## src/rtl/regwb_pkg.sv

```systemverilog
// Shared widths and requester indices for the register-file write-back arbiter.
package regwb_pkg;
    localparam int REG_ADDR_LEN = 5;
    localparam int REG_LENGTH   = 32;
    localparam int REG_NUM      = 32;
    localparam int WB_NUM_REQ   = 3;

    localparam int REQ_ALU  = 0;
    localparam int REQ_LOAD = 1;
    localparam int REQ_MDU  = 2;
endpackage

```

## src/rtl/wb_req_buf.sv

```systemverilog
// One-entry write-back buffer per requester; fills in the edge after a handshake.
// A load in the same cycle as its pop keeps the buffer full, which sustains one write per cycle.
module wb_req_buf
    import regwb_pkg::*;
(
    input  logic                    clk,
    input  logic                    rst,
    input  logic                    load,
    input  logic                    pop,
    input  logic [REG_ADDR_LEN-1:0] inAddr,
    input  logic [REG_LENGTH-1:0]   inData,
    output logic                    full,
    output logic [REG_ADDR_LEN-1:0] addr,
    output logic [REG_LENGTH-1:0]   data
);
    always_ff @(posedge clk) begin
        if (rst) begin
            full <= 1'b0;
            addr <= '0;
            data <= '0;
        end else if (load) begin
            full <= 1'b1;
            addr <= inAddr;
            data <= inData;
        end else if (pop) begin
            full <= 1'b0;
        end
    end
endmodule

```

## src/rtl/regfile_wb_arbiter.sv

```systemverilog
// Arbitrates three write-back requesters onto one registered RegFile write port, 1-cycle buffer-to-we latency.
// Ready is high when a requester's buffer is empty or being drained; WB_ARB_RR_EN selects round-robin over fixed priority.
module regfile_wb_arbiter
    import regwb_pkg::*;
(
    input  logic                               clk,
    input  logic                               rst,
    input  logic [WB_NUM_REQ-1:0]              reqValid,
    input  logic [WB_NUM_REQ*REG_ADDR_LEN-1:0] reqAddr,
    input  logic [WB_NUM_REQ*REG_LENGTH-1:0]   reqData,
    output logic [WB_NUM_REQ-1:0]              reqReady,
    output logic                               we,
    output logic [REG_ADDR_LEN-1:0]            wAddr,
    output logic [REG_LENGTH-1:0]              wData,
    output logic [REG_NUM-1:0]                 busyMask
);
    logic [WB_NUM_REQ-1:0]   full;
    logic [WB_NUM_REQ-1:0]   grant;
    logic [WB_NUM_REQ-1:0]   xfer;
    logic [REG_ADDR_LEN-1:0] bufAddr [WB_NUM_REQ];
    logic [REG_LENGTH-1:0]   bufData [WB_NUM_REQ];
    logic [REG_ADDR_LEN-1:0] gAddr;
    logic [REG_LENGTH-1:0]   gData;

    assign reqReady = rst ? '0 : (~full | grant);
    assign xfer     = reqValid & reqReady;

    for (genvar i = 0; i < WB_NUM_REQ; i++) begin : g_buf
        wb_req_buf u_buf (
            .clk    (clk),
            .rst    (rst),
            .load   (xfer[i]),
            .pop    (grant[i]),
            .inAddr (reqAddr[i*REG_ADDR_LEN +: REG_ADDR_LEN]),
            .inData (reqData[i*REG_LENGTH +: REG_LENGTH]),
            .full   (full[i]),
            .addr   (bufAddr[i]),
            .data   (bufData[i])
        );
    end

`ifdef WB_ARB_RR_EN
    logic [1:0] lastGrant;
    logic [1:0] grantIdx;
    logic [1:0] cand;

    // Walk candidates from farthest to nearest so the nearest full buffer after lastGrant wins.
    always_comb begin
        grant    = '0;
        grantIdx = lastGrant;
        cand     = lastGrant;
        for (int k = WB_NUM_REQ; k >= 1; k--) begin
            cand = 2'((int'(lastGrant) + k) % WB_NUM_REQ);
            if (full[cand]) begin
                grant       = '0;
                grant[cand] = 1'b1;
                grantIdx    = cand;
            end
        end
    end

    always_ff @(posedge clk) begin
        if (rst) begin
            lastGrant <= 2'(REQ_MDU);
        end else if (|grant) begin
            lastGrant <= grantIdx;
        end
    end
`else
    localparam logic [WB_NUM_REQ-1:0] ONE = 1;

    // Isolate the lowest set bit: requester 0 has highest priority.
    always_comb grant = full & (~full + ONE);
`endif

    always_comb begin
        gAddr = '0;
        gData = '0;
        for (int i = 0; i < WB_NUM_REQ; i++) begin
            if (grant[i]) begin
                gAddr = gAddr | bufAddr[i];
                gData = gData | bufData[i];
            end
        end
    end

    always_ff @(posedge clk) begin
        if (rst) begin
            we    <= 1'b0;
            wAddr <= '0;
            wData <= '0;
        end else if (|grant) begin
            we    <= (gAddr != '0);
            wAddr <= gAddr;
            wData <= gData;
        end else begin
            we <= 1'b0;
        end
    end

    // $0 never counts as busy since writes to it are dropped.
    always_comb begin
        busyMask = '0;
        for (int i = 0; i < WB_NUM_REQ; i++) begin
            if (full[i]) busyMask[bufAddr[i]] = 1'b1;
        end
        if (we) busyMask[wAddr] = 1'b1;
        busyMask[0] = 1'b0;
    end
endmodule

```

## config.mk

```make
export PLATFORM = sky130hd
export DESIGN_NAME = regfile_wb_arbiter
export DESIGN_NICKNAME = d
export VERILOG_FILES = /design/src/rtl/regwb_pkg.sv /design/src/rtl/wb_req_buf.sv /design/src/rtl/regfile_wb_arbiter.sv
export SDC_FILE = /design/constraint.sdc
export NUM_CORES = 1
export LEC_CHECK = 0
export BUFFER_PORTS_ARGS = -buffer_cell sky130_fd_sc_hd__clkbuf_2
export CAP_MARGIN = 15
export CORE_ASPECT_RATIO = 0.8
export CORE_MARGIN = 1
export CORE_UTILIZATION = 30
export CTS_BUF_LIST = sky130_fd_sc_hd__clkbuf_2
export DETAILED_ROUTE_END_ITERATION = 6
export HOLD_SLACK_MARGIN = 0.1
export PLACE_DENSITY = 0.5
export SYNTH_ARGS = -nofsm -noshare
export SYNTH_HDL_FRONTEND = slang
export SYNTH_SLANG_ARGS = --single-unit
```

## constraint.sdc

```tcl
create_clock -name clk -period 1.6 [get_ports clk]
set_input_delay 0.32 -clock clk [delete_from_list [all_inputs] [get_ports clk]]
set_output_delay 0.32 -clock clk [all_outputs]
set_load 0.005 [all_outputs]
```

Yosys cells after proc, flatten, opt, wreduce, memory -nomap -nowiden
Cells that the tools add are included.

word-level totals
  register bits = 152
  input bits = 116
  output and inout port bits = 73
  word-level logic and storage cells = 68

cells by class
  $add $sub $neg = 1
  $lt $le $gt $ge = 8
  mux-type cells = 25
  bitwise logic cells = 12
  reduce and logical (&&, ||, !) cells = 10

operators with widths
  cell                                                                    count
  32-bit 2-to-1 mux                                                       7
  32-bit OR                                                               5
  5-bit by 6-bit < comparator with 1-bit output (second input constant)   4
  1-bit demux with 5-bit select                                           4
  5-bit by 1-bit >= comparator with 1-bit output (second input constant)  4
  5-bit 2-to-1 mux                                                        3
  1-bit 2-to-1 mux                                                        10
  5-bit OR                                                                2
  3-bit AND                                                               2
  2-bit nonzero test                                                      3
  5-bit nonzero test                                                      1
  1-bit logical AND                                                       4
  3-bit by 1-bit adder with 3-bit output (second input constant)          1
  3-bit 2-to-1 mux                                                        1
  3-bit NOT                                                               1
  3-bit OR                                                                1
  3-bit OR reduction                                                      1
  2-bit OR reduction                                                      1
  1-bit NOT                                                               1

Logic depth before layout (Yosys ltp)
Gate-level depths: netlist of run 1.

  depth after elaboration = 11
  mapped depth = 7
  depth with buffers taken out = 4

Cells and area by module
A second synthesis of run 1 with hierarchy kept.

unflattened totals
  cells, all modules = 798
  area, all modules = 7,210.7 um^2

modules (own cells, without submodules)
  module              times used  cells an instance  area each (um^2)  seq. area each (um^2)
  wb_req_buf          3           123                1,361.3           760.7
  regfile_wb_arbiter  1           429                3,126.7           760.7

Worst setup path before layout of run 1
Ideal clock, no wire load.

  kind = reg2out
  start point = reg g_buf[2].u_buf.addr[1]
  end point = out busyMask[17]
  data arrival time = 1,172 ps
  data required time = 1,280 ps
  setup slack = 108 ps
  cell stages (with the launch flop) = 5
  path buffers = 1
  cell sequence = dfxtp_1 > buf_2 > and2b_1 > nand3_1 > o311ai_0

on the way
  word-level cells in the longest chain between the ends = 8
  elaborated cells on any way between the ends = 9
  classes of those cells = order compare: 2; mux: 4; bitwise: 2; reduce/logical: 1

RTL lines
  item                                                                                                                                          RTL line                   source
  start, declared                                                                                                                               wb_req_buf.sv:13           output logic [REG_ADDR_LEN-1:0] addr,
  start signal, assigned                                                                                                                        wb_req_buf.sv:23           addr <= inAddr;
  5-bit by 6-bit < comparator with 1-bit output (implied by the code) / 5-bit by 1-bit >= comparator with 1-bit output (equally long branches)  regfile_wb_arbiter.sv:105  if (full[i]) busyMask[bufAddr[i]] = 1'b1;
  1-bit logical AND (implied by the code)                                                                                                       regfile_wb_arbiter.sv:105
  1-bit 2-to-1 mux (implied by the code)                                                                                                        regfile_wb_arbiter.sv:105
  1-bit demux with 5-bit select (*)                                                                                                             regfile_wb_arbiter.sv:105
  32-bit OR (no line) (*)                                                                                                                       n/a
  32-bit 2-to-1 mux (*)                                                                                                                         regfile_wb_arbiter.sv:105
  32-bit OR (no line)                                                                                                                           n/a
  32-bit 2-to-1 mux (*)                                                                                                                         regfile_wb_arbiter.sv:107  if (we) busyMask[wAddr] = 1'b1;
  end, declared                                                                                                                                 regfile_wb_arbiter.sv:15   output logic [REG_NUM-1:0] busyMask

Mark *: on every way between the ends. The rest lies on a longest branch, timed or not.

Final worst setup path of run 1
  start point = reg g_buf[2].u_buf.addr[1]
  end point = out busyMask[25]

Same word-level chain as after synthesis.

==> out/metrics.yaml, run 1 <==
status: "finished with violations"
failed_checks: "setup timing"
rrSetupSlack_ns: -0.13
ff_latch_area_um2: 3170
finalCritPeriodShare_pct: 148
n_fill_cell: 2137
relSlewSlack_pct: 52.9
worst_slack_ns: -0.770
gr-total-overflow: 0
wl_um: 29200
synth_ff_type: "dfxtp_1"
clock_skew_ns: 0.0394
routedWlPerCell_um: 18.7
tightest_slew_ns: 0.706
antenna_cells: 0
cp_top_family: "flip-flops"
path_clk_slew_ns: 0.24
grt_pass1_wl_um: 41300
setup_tns_ns: -25.25
synthArstFlopShare_pct: 0
synth_cells: 817
required_ns: 1.28
drive_gt1_share_pct: 45.6
hold_viol: 0
port_buffers: 187
cts_tree: "built"
leakage_nw: 5.30
hp-class: "in -> reg"
rows: 49
area_delta_synth_final_pct: 75.4
vias: 7953
min_path_cells: 5
cts_buffers: 17
ys_types: 50
drc: 0
antenna_found_initial: 0
cap_violations: 0
core_um2: 22600
fmaxAchievable_mhz: 422
synth-seq-cells: 152
dr.pass1.iters: 5
fin_util_pct: 54.0
post-place-ws_ns: -0.159
boundaryPins: 189
maxSlewViolCount: 0
power.density_nw_per_um2: 723
fin_nets: 1357
clockRootBuffer: "clkbuf_2"
worstSetupEndpointType: "primary output"
critical-path-slowest-cell: "dfxtp_4"
syn-num-nets: 933
dp_hpwl_um: 18100
place_congestion: 0.895
rsz0062_at_grt: "true"
synth_edf_count: 0
crit_buf_inv: 2
die_w_um: 172
ys_seq_area_share_pct: 43.9
path_depth: 6
clock_path_buffers: 2
final_common_cell: "clkbuf_2"
htree_levels: 4
final_cell_mix: "clkbuf_2 (171), dlygate4sd3_1 (145), nand2_1 (96), dfxtp_1 (96), buf_4 (94)"
fin_crit_ns: 2.37
ir_worst_vdd_mv: 0.429
critPathMaxStageDelay_ns: 0.41
yosys_warnings: 0
crit_fanout: 6
grt_max_degree: 79
synth_area_um2: 6940
multi_input_area_um2: 4200
rr_worst_depth: 7
start_kind: "register"
crit_type: "reg -> out"
viasPerCell: 5.10
grt_pass1_vias: 7522
dieArea_um2: 23700
die_h_um: 138
worstPathCellList: "and2b_1 > nand3_1 > buf_6 > o22a_1 > o221ai_2 > clkbuf_2"
drt_iter0_drc: 429
grt_use_total_pct: 22.6
setup_viol: 74
syn_area_per_cell_um2: 8.49
arrival_ns: 2.05
cts.sink_count: 152
clkLatencyLatePin_ns: 0.74
floorplan.initialDensity_pct: 30.8
ant_nets: 0
==> per-stage QoR <==
stage	power, W	instances	hold WS, ns	instance area [um^2]
finish	0.00880	1560	0.172	12200
global route	0.00924	1560	0.104	12200
CTS	0.00839	1528	0.112	11000
detailed placement	0.00582	1335	0.446	8720
global placement	0.00583	1335	0.442	8720
floorplan	0.00508	817	0.419	6940
==> logic make-up (layout without fill, tap and decap cells) <==
kind of cell / after synthesis / count (layout) / synth area share (%)
compound gates: 249 / 249 / 25.9
buf+inv: 116 / 553 / 7.81
flops: 152 / 152 / 43.9
mux: 37 / 37 / 5.34
other cells: 1 / 1 / 0.0540
simple gates: 262 / 262 / 17.1
==> timing repair <==
action	4_1_cts	5_1_grt
cloned	0	9
endpoints found under the setup margin	68	132
pin swaps	17	57
hold endpoints to repair	114	0
hold buffers	145	0
setup buffers	18	29
resized for setup	142	221
==> where the power goes <==
| group | switching [W] | internal, W |
|---|---|---|
| Sequential | 0.000247 | 0.00408 |
| Clock | 0.00153 | 0.000591 |
| Combinational | 0.00110 | 0.00125 |
==> sequential cells by signal, summed over array words and instances, names as in the netlist <==
name              cells
wData                32
wAddr                 5
g_buf.u_buf.addr     15
we                    1
g_buf.u_buf.data     96
g_buf.u_buf.full      3
==> worst register-to-register path, delay by kind of cell, from the launching register on <==
family	cells	cell delay [ns]
simple gates	1	0.43
buf+inv	4	0.56
compound gates	2	0.22
flops	1	0.41
==> layer usage <==
layer / GRT usage (%) / vias up / routed length, um
met5: 0 / - / 0
met4: 5.36 / 0 / 501
met3: 4.95 / 42 / 1600
met2: 33.5 / 261 / 13200
met1: 32.9 / 3814 / 13900
li1: - / 3836 / -
==> worst paths after layout <==
path,from,to
worst max-delay path,g_buf[2].u_buf.addr[1],busyMask[25]
worst min-delay path,rst,wData[15]
worst max register to register,g_buf[2].u_buf.full,wData[23]
worst min register to register,g_buf[1].u_buf.data[28],g_buf[1].u_buf.data[28]
==> Yosys cell counts (all sizes together), types with 2 or more instances <==
| library cell | count | area [um^2] |
|---|---|---|
| a21oi | 39 | 199 |
| a221o | 5 | 50.1 |
| a22oi | 25 | 188 |
| a2bb2oi | 2 | 17.5 |
| a32oi | 9 | 78.8 |
| and2 | 4 | 25.0 |
| and2b | 2 | 15.0 |
| buf | 35 | 233 |
| clkbuf | 37 | 144 |
| dfxtp | 152 | 3040 |
| inv | 44 | 165 |
| mux2i | 37 | 370 |
| nand2 | 102 | 388 |
| nand2b | 13 | 81.3 |
| nand3 | 48 | 240 |
| nand4 | 2 | 12.5 |
| nand4b | 2 | 17.5 |
| nor2 | 59 | 224 |
| nor2b | 14 | 87.6 |
| nor3 | 8 | 40.0 |
| nor3b | 2 | 15.0 |
| o211ai | 42 | 315 |
| o21ai | 39 | 195 |
| o221ai | 47 | 474 |
| o22a | 2 | 17.5 |
| o22ai | 31 | 194 |
| or2 | 2 | 12.5 |
==> final cells by class <==
class                      count  area share [%]
timing repair buffer         477            33.1
clock buffer                  17           0.699
tap                          306            3.15
multi-input combinational    549            34.5
inverter                      44            1.37
clock inverter                15            1.18
sequential                   152            26.0
No activity file was read; power rests on OpenSTA's default activity.
==> run 2: changes to the inputs <==
--- a/config.mk
+++ b/config.mk
@@ -5,6 +5,7 @@
 export SDC_FILE = /design/constraint.sdc
 export NUM_CORES = 1
 export LEC_CHECK = 0
+export ABC_CLOCK_PERIOD_IN_PS = 1600
 export BUFFER_PORTS_ARGS = -buffer_cell sky130_fd_sc_hd__clkbuf_2
 export CAP_MARGIN = 15
 export CORE_ASPECT_RATIO = 0.8
@@ -17,3 +18,4 @@
 export SYNTH_ARGS = -nofsm -noshare
 export SYNTH_HDL_FRONTEND = slang
 export SYNTH_SLANG_ARGS = --single-unit
+export TNS_END_PERCENT = 30
==> out/metrics.yaml, run 2 (synthesis gave the netlist of run 1 again) <==
p_seq_share_pct: 51.2  # was 49.2%
ant_nets: 0  # unchanged
leakage_nw: 5.01  # was 5.30 nW
htree_levels: 4  # unchanged
floorplan.initialDensity_pct: 30.8  # unchanged
tightest_slew_ns: 0.719  # was 0.706 ns
clock_path_buffers: 2  # unchanged
die_w_um: 172  # unchanged
top_regs: "g_buf.u_buf.data (96), wData (32), g_buf.u_buf.addr (15)"  # unchanged
grt_pass1_vias: 7470  # was 7,522
p_sw_w: 0.00270  # was 0.00287 W
fin_crit_ns: 2.39  # was 2.37 ns
swShare_pct: 32.0  # was 32.7%
intPower_w: 0.00573  # was 0.00593 W
drt_iter0_drc: 415  # was 429
cts_tree: "built"  # unchanged
power_frac_comb_pct: 23.8  # was 26.7%
rows: 49  # unchanged
dieArea_um2: 23700  # unchanged
path_clk_slew_ns: 0.24  # about the same
clkPwrFrac_pct: 25.0  # was 24.1%
cts.sink_count: 152  # unchanged
largest_register: "g_buf.u_buf.data"  # unchanged
vias: 7747  # was 7,953
ff_latch_area_um2: 3150  # was 3170 um^2
die_h_um: 138  # unchanged
grt_pass1_wl_um: 41200  # was 41,300 um
total_power_w: 0.00843  # was 0.00880 W
gr-total-overflow: 0  # unchanged
port_buffers: 187  # unchanged
start_kind: "register"  # unchanged
largest_reg_flops: 96  # unchanged
hp-class: "in -> reg"  # unchanged
cts_buffers: 17  # unchanged
crit_fanout: 4  # was 6
place_congestion: 0.895  # unchanged
fin_nets: 1328  # was 1,357
n_fill_cell: 2226  # was 2,137
finalCritPeriodShare_pct: 150  # was 148%
clockRootBuffer: "clkbuf_2"  # unchanged
dr.pass1.iters: 5  # unchanged
antenna_cells: 0  # unchanged
wl_um: 27500  # was 29,200 um
crit_type: "reg -> out"  # unchanged
area_delta_synth_final_pct: 62.5  # was 75.4%
grt_max_degree: 79  # unchanged
finalNonFillerCells: 1531  # was 1,560
rsz0062_at_grt: "true"  # unchanged
fin_util_pct: 50.0  # was 54.0%
ir_worst_vdd_mv: 0.425  # was 0.429 mV
required_ns: 1.28  # about the same
failed_checks: "setup timing"  # unchanged
boundaryPins: 189  # unchanged
hold_viol: 0  # unchanged
final_cell_mix: "clkbuf_2 (177), dlygate4sd3_1 (146), nand2_1 (97), dfxtp_1 (97), buf_4 (82)"  # was clkbuf_2 (171), dlygate4sd3_1 (145), nand2_1 (96), dfxtp_1 (96), buf_4 (94)
multi_input_area_um2: 3780  # was 4200 um^2
clock_skew_ns: 0.0430  # was 0.0394 ns
status: "finished with violations"  # unchanged
core_um2: 22600  # unchanged
clkLatencyLatePin_ns: 0.74  # about the same
fmaxAchievable_mhz: 418  # was 422 MHz
dp_hpwl_um: 18100  # unchanged
worstSetupEndpointType: "primary output"  # unchanged
drive_gt1_share_pct: 39.5  # was 45.6%
arrival_ns: 2.07  # was 2.05 ns
drc: 0  # unchanged
power.density_nw_per_um2: 747  # was 723 nW/um^2
relSlewSlack_pct: 52.0  # was 52.9%
viasPerCell: 5.06  # was 5.10
maxSlewViolCount: 0  # unchanged
setup_viol: 42  # was 74
cap_violations: 0  # unchanged
antenna_found_initial: 0  # unchanged
final_common_cell: "clkbuf_2"  # unchanged
worst_slack_ns: -0.793  # was -0.770 ns
routedWlPerCell_um: 18.0  # was 18.7 um
grt_use_total_pct: 22.5  # was 22.6%
dp.cells: 1335  # unchanged
## run 2: cell count changes in the layout (fill, tap and decap cells not counted), sizes merged
cell,previous run,this run
clkbuf,179,177
buf,170,142
dlygate4sd3,145,146
## run 2: worst paths after layout
| path | from | to | slack, ns | depth (start not counted) |
|---|---|---|---|---|
| max | g_buf[2].u_buf.full | busyMask[13] | -0.79 | 5 |
| min | rst | g_buf[1].u_buf.data[15] | 0.18 | 5 |
| min reg2reg | g_buf[1].u_buf.data[30] | g_buf[1].u_buf.data[30] | 0.47 | 2 |
| max reg2reg | g_buf[1].u_buf.full | we | -0.01 | 6 |
## run 2: through the flow
step                      TNS, ns  instance area [um^2]  hold WS, ns  setup WS, ns
after floorplan                 0                  6940        0.419         0.108
after global placement      -1.57                  8720        0.442        -0.172
after detailed placement    -1.46                  8720        0.446        -0.159
after CTS                  -26.07                 10800        0.112        -0.809
after global routing       -32.81                 11300        0.107        -0.931
final                      -23.36                 11300        0.183        -0.793
## run 2: metal layers
| metal | vias up | share of wire [%] | track usage [%] | wire length, um |
|---|---|---|---|---|
| li1 | 3780 | - | - | - |
| met1 | 3688 | 49 | 32.6 | 13400 |
| met2 | 252 | 45 | 33.5 | 12300 |
| met3 | 27 | 5.3 | 5.27 | 1450 |
| met4 | 0 | 1.6 | 5.36 | 437 |
| met5 | - | 0 | 0 | 0 |
## run 2: power groups by stage
stage	Combinational (W)	Clock, W	Sequential, W
finish	0.00201	0.00211	0.00431
global route	0.00217	0.00236	0.00435
CTS	0.00185	0.00220	0.00430
detailed placement	0.00147	0	0.00435
global placement	0.00148	0	0.00435
floorplan	0.000787	0	0.00429
## run 2: cell type report
cell class | count | share of cell area (%)
clock buffer | 17 | 0.755
clock inverter | 15 | 1.28
inverter | 44 | 1.48
multi-input combinational | 549 | 33.5
sequential | 152 | 28.0
tap | 306 | 3.40
timing repair buffer | 448 | 31.6
## run 2: critical path: stages (launching register included)
cell and delay [ns]:
dfxtp_4 0.42, or2b_4 0.31, nor2_2 0.22, a22oi_1 0.13, o221ai_1 0.11, clkbuf_2 0.16
## run 2: what timing repair did
item	CTS	global route
pin swaps	15	27
endpoints found under the setup margin	68	117
hold buffers	145	1
resized for setup	128	99
setup buffers	6	15
cloned	0	0
endpoints found under the hold margin	114	1
